<file path="src/rtl/pc_pkg.sv">
// -----------------------------------------------------------------------------
// pc_pkg
// Shared types for the program-counter fetch sequencer.
//   PC_W        : program counter / branch offset width
//   pc_state_e  : sequencer states
//   pc_ctrl_t   : 19-bit PC control word {inc, add, sub, offset}, in the bit
//                 order the PC register consumes it
// -----------------------------------------------------------------------------
package pc_pkg;

   localparam int PC_W = 16;

   typedef enum logic [2:0] {
      IDLE    = 3'd0,
      FETCH   = 3'd1,
      ADVANCE = 3'd2,
      HALTED  = 3'd3,
      ERROR   = 3'd4
   } pc_state_e;

   typedef struct packed {
      logic            inc;
      logic            add;
      logic            sub;
      logic [PC_W-1:0] offset;
   } pc_ctrl_t;

endpackage

</file>
<file path="src/rtl/br_slot.sv">
// -----------------------------------------------------------------------------
// br_slot
// Single-entry capture register for branch requests from decode.
// Ports:
//   clk, reset        : clock, asynchronous active-low reset
//   enable            : slot may accept a request this cycle
//   clr               : drop the held request (it has been consumed)
//   br_valid/br_ready : valid/ready handshake with decode
//   br_neg, br_offset : request payload (direction, magnitude)
//   full, neg, off    : held request state
// -----------------------------------------------------------------------------
module br_slot
   import pc_pkg::*;
(
   input  logic            clk,
   input  logic            reset,
   input  logic            enable,
   input  logic            clr,
   input  logic            br_valid,
   input  logic            br_neg,
   input  logic [PC_W-1:0] br_offset,
   output logic            br_ready,
   output logic            full,
   output logic            neg,
   output logic [PC_W-1:0] off
);

   logic            full_q, full_d;
   logic            neg_q,  neg_d;
   logic [PC_W-1:0] off_q,  off_d;
   logic            push;

   assign br_ready = enable && !full_q;
   assign push     = br_valid && br_ready;

   // Capture needs an empty slot and clear needs a full one, so the two never
   // collide; a request accepted while an update consumes nothing waits for
   // the next update.
   always_comb begin
      // NOTE: every _d gets its default before any branch so no path infers a latch.
      full_d = full_q;
      neg_d  = neg_q;
      off_d  = off_q;
      if (push) begin
         full_d = 1'b1;
         neg_d  = br_neg;
         off_d  = br_offset;
      end else if (clr) begin
         full_d = 1'b0;
      end
   end

   always_ff @(posedge clk or negedge reset) begin
      // NOTE: state uses non-blocking assignments; the payload is reset too so
      // nothing stale can ever reach the offset output.
      if (!reset) begin
         full_q <= 1'b0;
         neg_q  <= 1'b0;
         off_q  <= '0;
      end else begin
         full_q <= full_d;
         neg_q  <= neg_d;
         off_q  <= off_d;
      end
   end

   assign full = full_q;
   assign neg  = neg_q;
   assign off  = off_q;

endmodule

</file>
<file path="src/rtl/pc_seq_ctrl.sv">
// -----------------------------------------------------------------------------
// pc_seq_ctrl
// Fetch sequencer: requests an instruction, then issues exactly one PC update
// (or none, for a zero-offset branch) per fetched instruction.
// The update decision is made in the ADVANCE cycle (stall, halt and the branch
// slot sampled there) and the one-hot control word is registered, so the
// inc/add/sub pulse is visible during the following cycle and the PC moves on
// the edge that ends it.
// Ports:
//   clk, reset          : clock, asynchronous active-low reset
//   start, halt, stall  : run control levels
//   imem_req, imem_ack  : instruction memory handshake
//   br_valid, br_ready  : branch request handshake; br_neg, br_offset payload
//   inc, add, sub       : one-hot PC update controls (registered)
//   offset              : branch offset while add/sub is high, else 0
//   busy                : in FETCH or ADVANCE
//   err                 : fetch timeout (sticky until reset)
//   fetch_cnt           : completed fetches, saturating
// -----------------------------------------------------------------------------
module pc_seq_ctrl
   import pc_pkg::*;
#(
   parameter int TIMEOUT = 8,
   parameter int CNT_W   = 16
) (
   input  logic             clk,
   input  logic             reset,
   input  logic             start,
   input  logic             halt,
   input  logic             stall,
   output logic             imem_req,
   input  logic             imem_ack,
   input  logic             br_valid,
   input  logic             br_neg,
   input  logic [PC_W-1:0]  br_offset,
   output logic             br_ready,
   output logic             inc,
   output logic             add,
   output logic             sub,
   output logic [PC_W-1:0]  offset,
   output logic             busy,
   output logic             err,
   output logic [CNT_W-1:0] fetch_cnt
);

   localparam int               TMO_W    = $clog2(TIMEOUT + 1);
   localparam logic [TMO_W-1:0] TMO_LAST = TMO_W'(TIMEOUT - 1);

   pc_state_e        state_q, state_d;
   pc_ctrl_t         ctrl_q,  ctrl_d;
   logic [TMO_W-1:0] tmo_q,   tmo_d;
   logic [CNT_W-1:0] cnt_q,   cnt_d;

   logic             slot_clr;
   logic             slot_full;
   logic             slot_neg;
   logic [PC_W-1:0]  slot_off;

   assign busy     = (state_q == FETCH) || (state_q == ADVANCE);
   assign imem_req = (state_q == FETCH);
   assign err      = (state_q == ERROR);

   br_slot u_br_slot (
      .clk       (clk),
      .reset     (reset),
      .enable    (busy),
      .clr       (slot_clr),
      .br_valid  (br_valid),
      .br_neg    (br_neg),
      .br_offset (br_offset),
      .br_ready  (br_ready),
      .full      (slot_full),
      .neg       (slot_neg),
      .off       (slot_off)
   );

   always_comb begin
      state_d  = state_q;
      ctrl_d   = '0;
      tmo_d    = '0;
      cnt_d    = cnt_q;
      slot_clr = 1'b0;

      case (state_q)
         IDLE: begin
            if (start && !halt) state_d = FETCH;
         end

         FETCH: begin
            // An ack on the last allowed cycle still counts as a fetch.
            if (imem_ack) begin
               state_d = ADVANCE;
               if (cnt_q != {CNT_W{1'b1}}) cnt_d = cnt_q + CNT_W'(1);
            end else if (tmo_q == TMO_LAST) begin
               state_d = ERROR;
            end else begin
               tmo_d = tmo_q + TMO_W'(1);
            end
         end

         ADVANCE: begin
            if (!stall) begin
               if (slot_full) begin
                  slot_clr = 1'b1;
                  // A zero-magnitude branch is a self-loop: consume it, move nothing.
                  if (slot_off != '0) begin
                     ctrl_d.add    = !slot_neg;
                     ctrl_d.sub    = slot_neg;
                     ctrl_d.offset = slot_off;
                  end
               end else begin
                  ctrl_d.inc = 1'b1;
               end
               state_d = halt ? HALTED : FETCH;
            end
         end

         HALTED: begin
            if (start && !halt) state_d = FETCH;
         end

         ERROR: begin
            state_d = ERROR;
         end

         default: begin
            state_d = IDLE;
         end
      endcase
   end

   always_ff @(posedge clk or negedge reset) begin
      if (!reset) begin
         state_q <= IDLE;
         ctrl_q  <= '0;
         tmo_q   <= '0;
         cnt_q   <= '0;
      end else begin
         state_q <= state_d;
         ctrl_q  <= ctrl_d;
         tmo_q   <= tmo_d;
         cnt_q   <= cnt_d;
      end
   end

   assign inc       = ctrl_q.inc;
   assign add       = ctrl_q.add;
   assign sub       = ctrl_q.sub;
   assign offset    = ctrl_q.offset;
   assign fetch_cnt = cnt_q;

endmodule

</file>
<file path="config.mk">
export PLATFORM = sky130hd
export DESIGN_NAME = pc_seq_ctrl
export DESIGN_NICKNAME = d
export VERILOG_FILES = /design/src/rtl/pc_pkg.sv /design/src/rtl/br_slot.sv /design/src/rtl/pc_seq_ctrl.sv
export SDC_FILE = /design/constraint.sdc
export NUM_CORES = 1
export LEC_CHECK = 0
export ABC_AREA = 1
export BUFFER_PORTS_ARGS = -buffer_cell sky130_fd_sc_hd__buf_2
export CORE_MARGIN = 2
export CORE_UTILIZATION = 50
export CTS_CLUSTER_SIZE = 12
export DETAILED_ROUTE_END_ITERATION = 10
export PLACE_DENSITY_LB_ADDON = 0.25
export RECOVER_POWER = 50
export SYNTH_ARGS = -nofsm -noshare
export SYNTH_HDL_FRONTEND = slang
export SYNTH_HIERARCHICAL = 1
export SYNTH_SLANG_ARGS = --single-unit
</file>
<file path="constraint.sdc">
create_clock -name clk -period 1.6 [get_ports clk]
set_input_delay 0.32 -clock clk [delete_from_list [all_inputs] [get_ports clk]]
set_output_delay 0.32 -clock clk [all_outputs]
set_load 0.01 [all_outputs]
</file>
Word-level counts from Yosys, hierarchy flattened --
Cells that the tools add are included.
Storage, ports and cells: memory bits (writable) 0, bits in latches 0, output and inout port bits 39, word-level logic and storage cells 53, ROM bits 0, memories kept 0, flip-flop bits (word level) 60, input bits 24
Cells by class: bitwise logic cells 0, order comparisons 0, $add $sub $neg 2, muxes and demuxes 19, multiply operators 0, divide/modulo/power cells 0, equality and inequality tests 9, shift operators 0, reduce and logical (&&, ||, !) cells 13
Operators by type and width (number):
- 2-to-1 mux 19 bit | 2
- 2-to-1 mux 18 bit | 2
- adder 16 x 1 -> 16 bit (second input constant) | 1
- inequality test 16 bit (second input constant) | 1
- nonzero test 16 bit | 1
- 2-to-1 mux 3 bit | 4
- 2-to-1 mux 4 bit | 3
- case mux 3 bit (4 select lines) | 1
- == test 3 x 2 -> 1 bit (second input constant) | 2
- 2-to-1 mux 1 bit | 6
- AND reduction 3 bit | 2
- adder 4 x 1 -> 4 bit (second input constant) | 1
- == test 4 x 3 -> 1 bit (second input constant) | 1
- == test 3 x 1 -> 1 bit (second input constant) | 1
- == test 3 bit (second input constant) | 1
- logical AND 1 bit | 3
- zero test 1 bit | 3
- zero test 3 bit | 1
- inequality test 3 x 1 -> 1 bit (second input constant) | 1
- 2-to-1 mux 2 bit | 1
- inequality test 2 x 1 -> 1 bit (second input constant) | 1
- inequality test 2 bit (second input constant) | 1
- nonzero test 2 bit | 1
- OR reduction 2 bit | 1
- logical OR 1 bit | 1

Longest topological paths before layout --
depth in word-level cells 5, mapped depth 9, mapped depth without buffers 9

Hierarchy --
The synthesis kept the hierarchy.
Modules (own cells, without submodules):
- pc_seq_ctrl | times used 1, cells each 251, area an instance 2062.0 um^2, seq. area each 1051.0 um^2
- br_slot | times used 1, cells each 80, area an instance 790.8 um^2, seq. area each 450.4 um^2

Worst setup path after synthesis --
OpenSTA, ideal clock, no wires.
path type register to output, start register state_q[1], end output port br_ready, data arrival time 1.352 ns, path buffers 2, data required time 1.280 ns, stages on the path, launching flop included 8, path slack -0.072 ns, cell sequence dfrtp_1 inv_1 nand3_4 nand2_1 buf_4 buf_2 inv_1 nor2_1
On the way: longest elaborated chain between the ends 3, elaborated cells between the ends (all ways) 4, those cells by class eq/ne (2); reduce/logical (2)
Ends and longest elaborated chain:
- start, declared | line pc_seq_ctrl.sv:49 | pc_state_e state_q, state_d;
- start signal, assigned | line pc_seq_ctrl.sv:139 | state_q <= state_d;
- == test 3 x 1 -> 1 bit / == test 3 x 2 -> 1 bit (equally long branches) | line pc_seq_ctrl.sv:59 | assign busy = (state_q == FETCH) || (state_q == ADVANCE);
- logical OR 1 bit (*) | line pc_seq_ctrl.sv:59
- via busy | line pc_seq_ctrl.sv:41 | output logic busy,
- logical AND 1 bit (*) | line br_slot.sv:33 | assign br_ready = enable && !full_q;
- end, declared | line pc_seq_ctrl.sv:36 | output logic br_ready,
The timed path passes the listed nets; every way through them passes the cells marked *.

Final worst setup path --
start register state_q[1], end output port br_ready
On the way: longest elaborated chain between the ends 3, elaborated cells between the ends (all ways) 4, those cells by class eq/ne (2); reduce/logical (2)
Ends and longest elaborated chain (line):
- == test 3 x 1 -> 1 bit / == test 3 x 2 -> 1 bit (equally long branches) | pc_seq_ctrl.sv:59
- logical OR 1 bit (*) | pc_seq_ctrl.sv:59
- logical AND 1 bit (*) | br_slot.sv:33
Mark *: on every way between the ends. The rest lies on a longest branch, timed or not.

==> flow_metrics.tcl <==
set metrics [dict create \
    status "complete, but fails checks" \
    failed_checks "setup timing" \
    synth_top_family_by_area "simple AND/OR/NAND/NOR gates" \
    design.core.area_mm2 0.005507 \
    grt-ovfl-total 0 \
    ys_types 28 \
    post-route-min-period_ps 1628 \
    port_buffers 62 \
    p_sw_mw 1.974 \
    intPower_mw 3.392 \
    initial_core_util_pct 51.81 \
    clk_pin_slew_worst_paths_ps 60 \
    io_pins 63 \
    drt-initial-drc-count 132 \
    drv_slew 0 \
    synthMuxAreaShare_pct 0 \
    seq_power_share_pct 39.6 \
    finalNonFillerCells 491 \
    syn-cell-area_mm2 0.002853 \
    max-slew-margin-rel_pct 47.93 \
    worstMarginPinSlew_ps 781.0 \
    nets 440 \
    powerDensity_mw_per_mm2 1514 \
    wire_per_inst_um 12.18 \
    synth_top_cell_by_area "dfrtp_1" \
    end_kind "primary output" \
    grt_first_pass_wirelength_um 10380 \
    worstSkewPairLatency_ps 340 \
    crit_type "register to primary output" \
    tritoncts "done" \
    worstPathMaxFanout 6 \
    p_leak_nw 1.835 \
    rows 27 \
    clk_path_buf_depth 2 \
    drive_gt1_share_pct 26.73 \
    max_freq_mhz 614.3 \
    final-setup-viol-count 2 \
    final_util_pct 64.37 \
    n_fill_cell 487 \
    synth_fp_nets 357 \
    gr-usage-all-layers_pct 21.37 \
    critPathArrivalTime_ps 1310 \
    die_h_um 79.54 \
    grt_setup_unrepaired "yes" \
    dp_slack_ps 103.4 \
    vias 2388 \
    grt_max_degree 61 \
    synth_area_leaders "dfrtp_1 53%, nand2_1 13%, nand4_1 5.9%, nor2_1 5.8%, inv_1 4.1%" \
    placedCellCount 469 \
    antenna_cells 0 \
    wl_um 5980 \
    ant_nets 0 \
    power_frac_clock_pct 24.7 \
    start_kind "register" \
    yosys_register_bits 60 \
    synth_fa_ha_area_share_pct 0.8772 \
    finalHoldViolCount 0 \
    power_frac_comb_pct 35.7 \
    dp_hpwl_um 4312 \
    antenna_found_initial 0 \
    synth_top_area_share_pct 52.63 \
    drc 0 \
    fp.dieW_um 79.54 \
    clock_sinks 60 \
    syn2layout_area_growth_pct 24.25 \
    peakVddDrop_mv 0.8967 \
    cts-buffers-inserted 9 \
    dieArea_mm2 0.006326 \
    firstDrtPassIters 5 \
    fin_crit_sh_pct 101.7 \
    via_per_inst 4.864 \
    syn_area_per_cell_um2 8.619 \
    synth_compound_area_share_pct 3.246 \
    fin_ws_ps -27.87 \
    grt_pass1_vias 2353 \
    htreeDepth 3 \
    cp.required_ps 1280 \
    place_congestion 0.8167 \
    synth_xor_area_share_pct 2.763 \
    clock_skew_ps 7.733 \
    drv_cap 0 \
    cts-root-buf "clkbuf_8" \
    ys_warn_count 6 \
    synthCells 331 \
    switching_share_pct 36.79 \
    ys_seq_area_share_pct 52.63 \
    hp-class "primary input to register" \
    synth_simple_gate_area_share_pct 32.94 \
]
[critical path, cell delays in order, from the launching register on]
cell and delay [ps]:
dfrtp_2 460, inv_2 90, nand3_4 70, nand2_4 90, inv_2 30, nor2_2 90, buf_2 140
[metrics by stage]
step	area [um2]	setup TNS, ps	hold WS [ps]	total power [mW]
floorplan	2860	0	24.41	3.385
global placement	3291	0	351.0	3.816
detailed placement	3291	0	345.8	3.871
CTS	3540	-60.18	156.1	5.347
global route	3545	-236.4	188.0	5.797
finish	3545	-40.85	173.2	5.367
[registers in the layout, summed over array words and instances, names as in the netlist, 3 cells and up]
signal,flops
fetch_cnt,16
offset,16
state_q,3
tmo_q,4
u_br_slot/off,16
[placed cells by master, fill, tap and decap left out, types with 2 or more instances in the layout]
master | Yosys | layout
buf_2 | 2 | 47
buf_4 | 3 | 15
buf_6 | 4 | 2
clkbuf_1 | 0 | 16
clkbuf_8 | 0 | 10
clkinv_2 | 0 | 2
dfrtp_1 | 60 | 58
dfrtp_2 | 0 | 2
ha_1 | 2 | 2
inv_1 | 31 | 29
inv_2 | 3 | 6
nand2_1 | 99 | 98
nand2_2 | 10 | 9
nand2_4 | 1 | 3
nand3_1 | 8 | 8
nand3_4 | 2 | 3
nand4_1 | 27 | 27
nor2_1 | 44 | 43
nor2_2 | 1 | 2
nor3_1 | 3 | 3
o21ai_0 | 12 | 11
xnor2_1 | 8 | 8
[what timing repair did]
action                                 CTS  global route
setup buffers                            4             1
hold buffers                             1             0
gates resized for setup                  6             5
endpoints found under the hold margin   53             0
setup endpoints to repair                2            26
pin swaps                                1             1
[cells by family (layout without fill, tap and decap cells)]
kind of cell	count (synthesis)	count (layout)
AND/OR/NAND/NOR	200	200
buffers and inverters	45	133
adder cells (fa/ha/maj)	2	2
XOR/XNOR	9	9
AO/OA/AOI/OAI	15	15
flip-flops	60	60
[cell usage after synthesis, drive strengths merged]
cell type / instances
buf: 9
dfrtp: 60
nor3: 3
o21a: 1
ha: 2
xnor2: 8
nand2: 110
o21ai: 14
clkinv: 1
nor2: 47
nor3b: 1
inv: 35
xor2: 1
nand4: 27
nand3: 12
[metal layers]
layer	part of all wire [%]	global-route usage, %	vias to the layer above	wire, um
li1	-	-	1221	-
met4	1.6	11.21	0	95
met2	49	34.79	51	2926
met5	0	0	-	0
met1	45	26.82	1105	2675
met3	4.7	4.412	11	283
[power groups by stage]
| stage | sequential [mW] | combinational [mW] | clock (mW) |
|---|---|---|---|
| finish | 2.12 | 1.92 | 1.33 |
| global route | 2.18 | 2.20 | 1.42 |
| CTS | 2.12 | 1.87 | 1.36 |
| detailed placement | 2.14 | 1.73 | 0 |
| global placement | 2.13 | 1.69 | 0 |
| floorplan | 2.16 | 1.22 | 0 |
[final timing paths]
kind | start | endpoint | slack (ps) | cells after the start
max | state_q[1] | br_ready | -30 | 6
min | imem_ack | tmo_q[2] | 170 | 2
max reg2reg | state_q[0] | offset[4] | 140 | 6
min reg2reg | u_br_slot/neg | add | 450 | 1
max in group asynchronous | reset | state_q[1] | 340 | 3
min in group asynchronous | reset | fetch_cnt[12] | 720 | 3
[final cells by class]
| cell class | instances | area [um2] | area share, % |
|---|---|---|---|
| Tap cell | 72 | 90.09 | 2.541 |
| Timing Repair Buffer | 81 | 460.4 | 12.99 |
| Inverter | 36 | 137.6 | 3.883 |
| Sequential cell | 60 | 1504 | 42.43 |
| Clock inverter | 4 | 48.80 | 1.377 |
| Clock buffer | 12 | 145.1 | 4.095 |
| Multi-Input combinational cell | 226 | 1159 | 32.69 |
(Power assumes the default switching activity.)
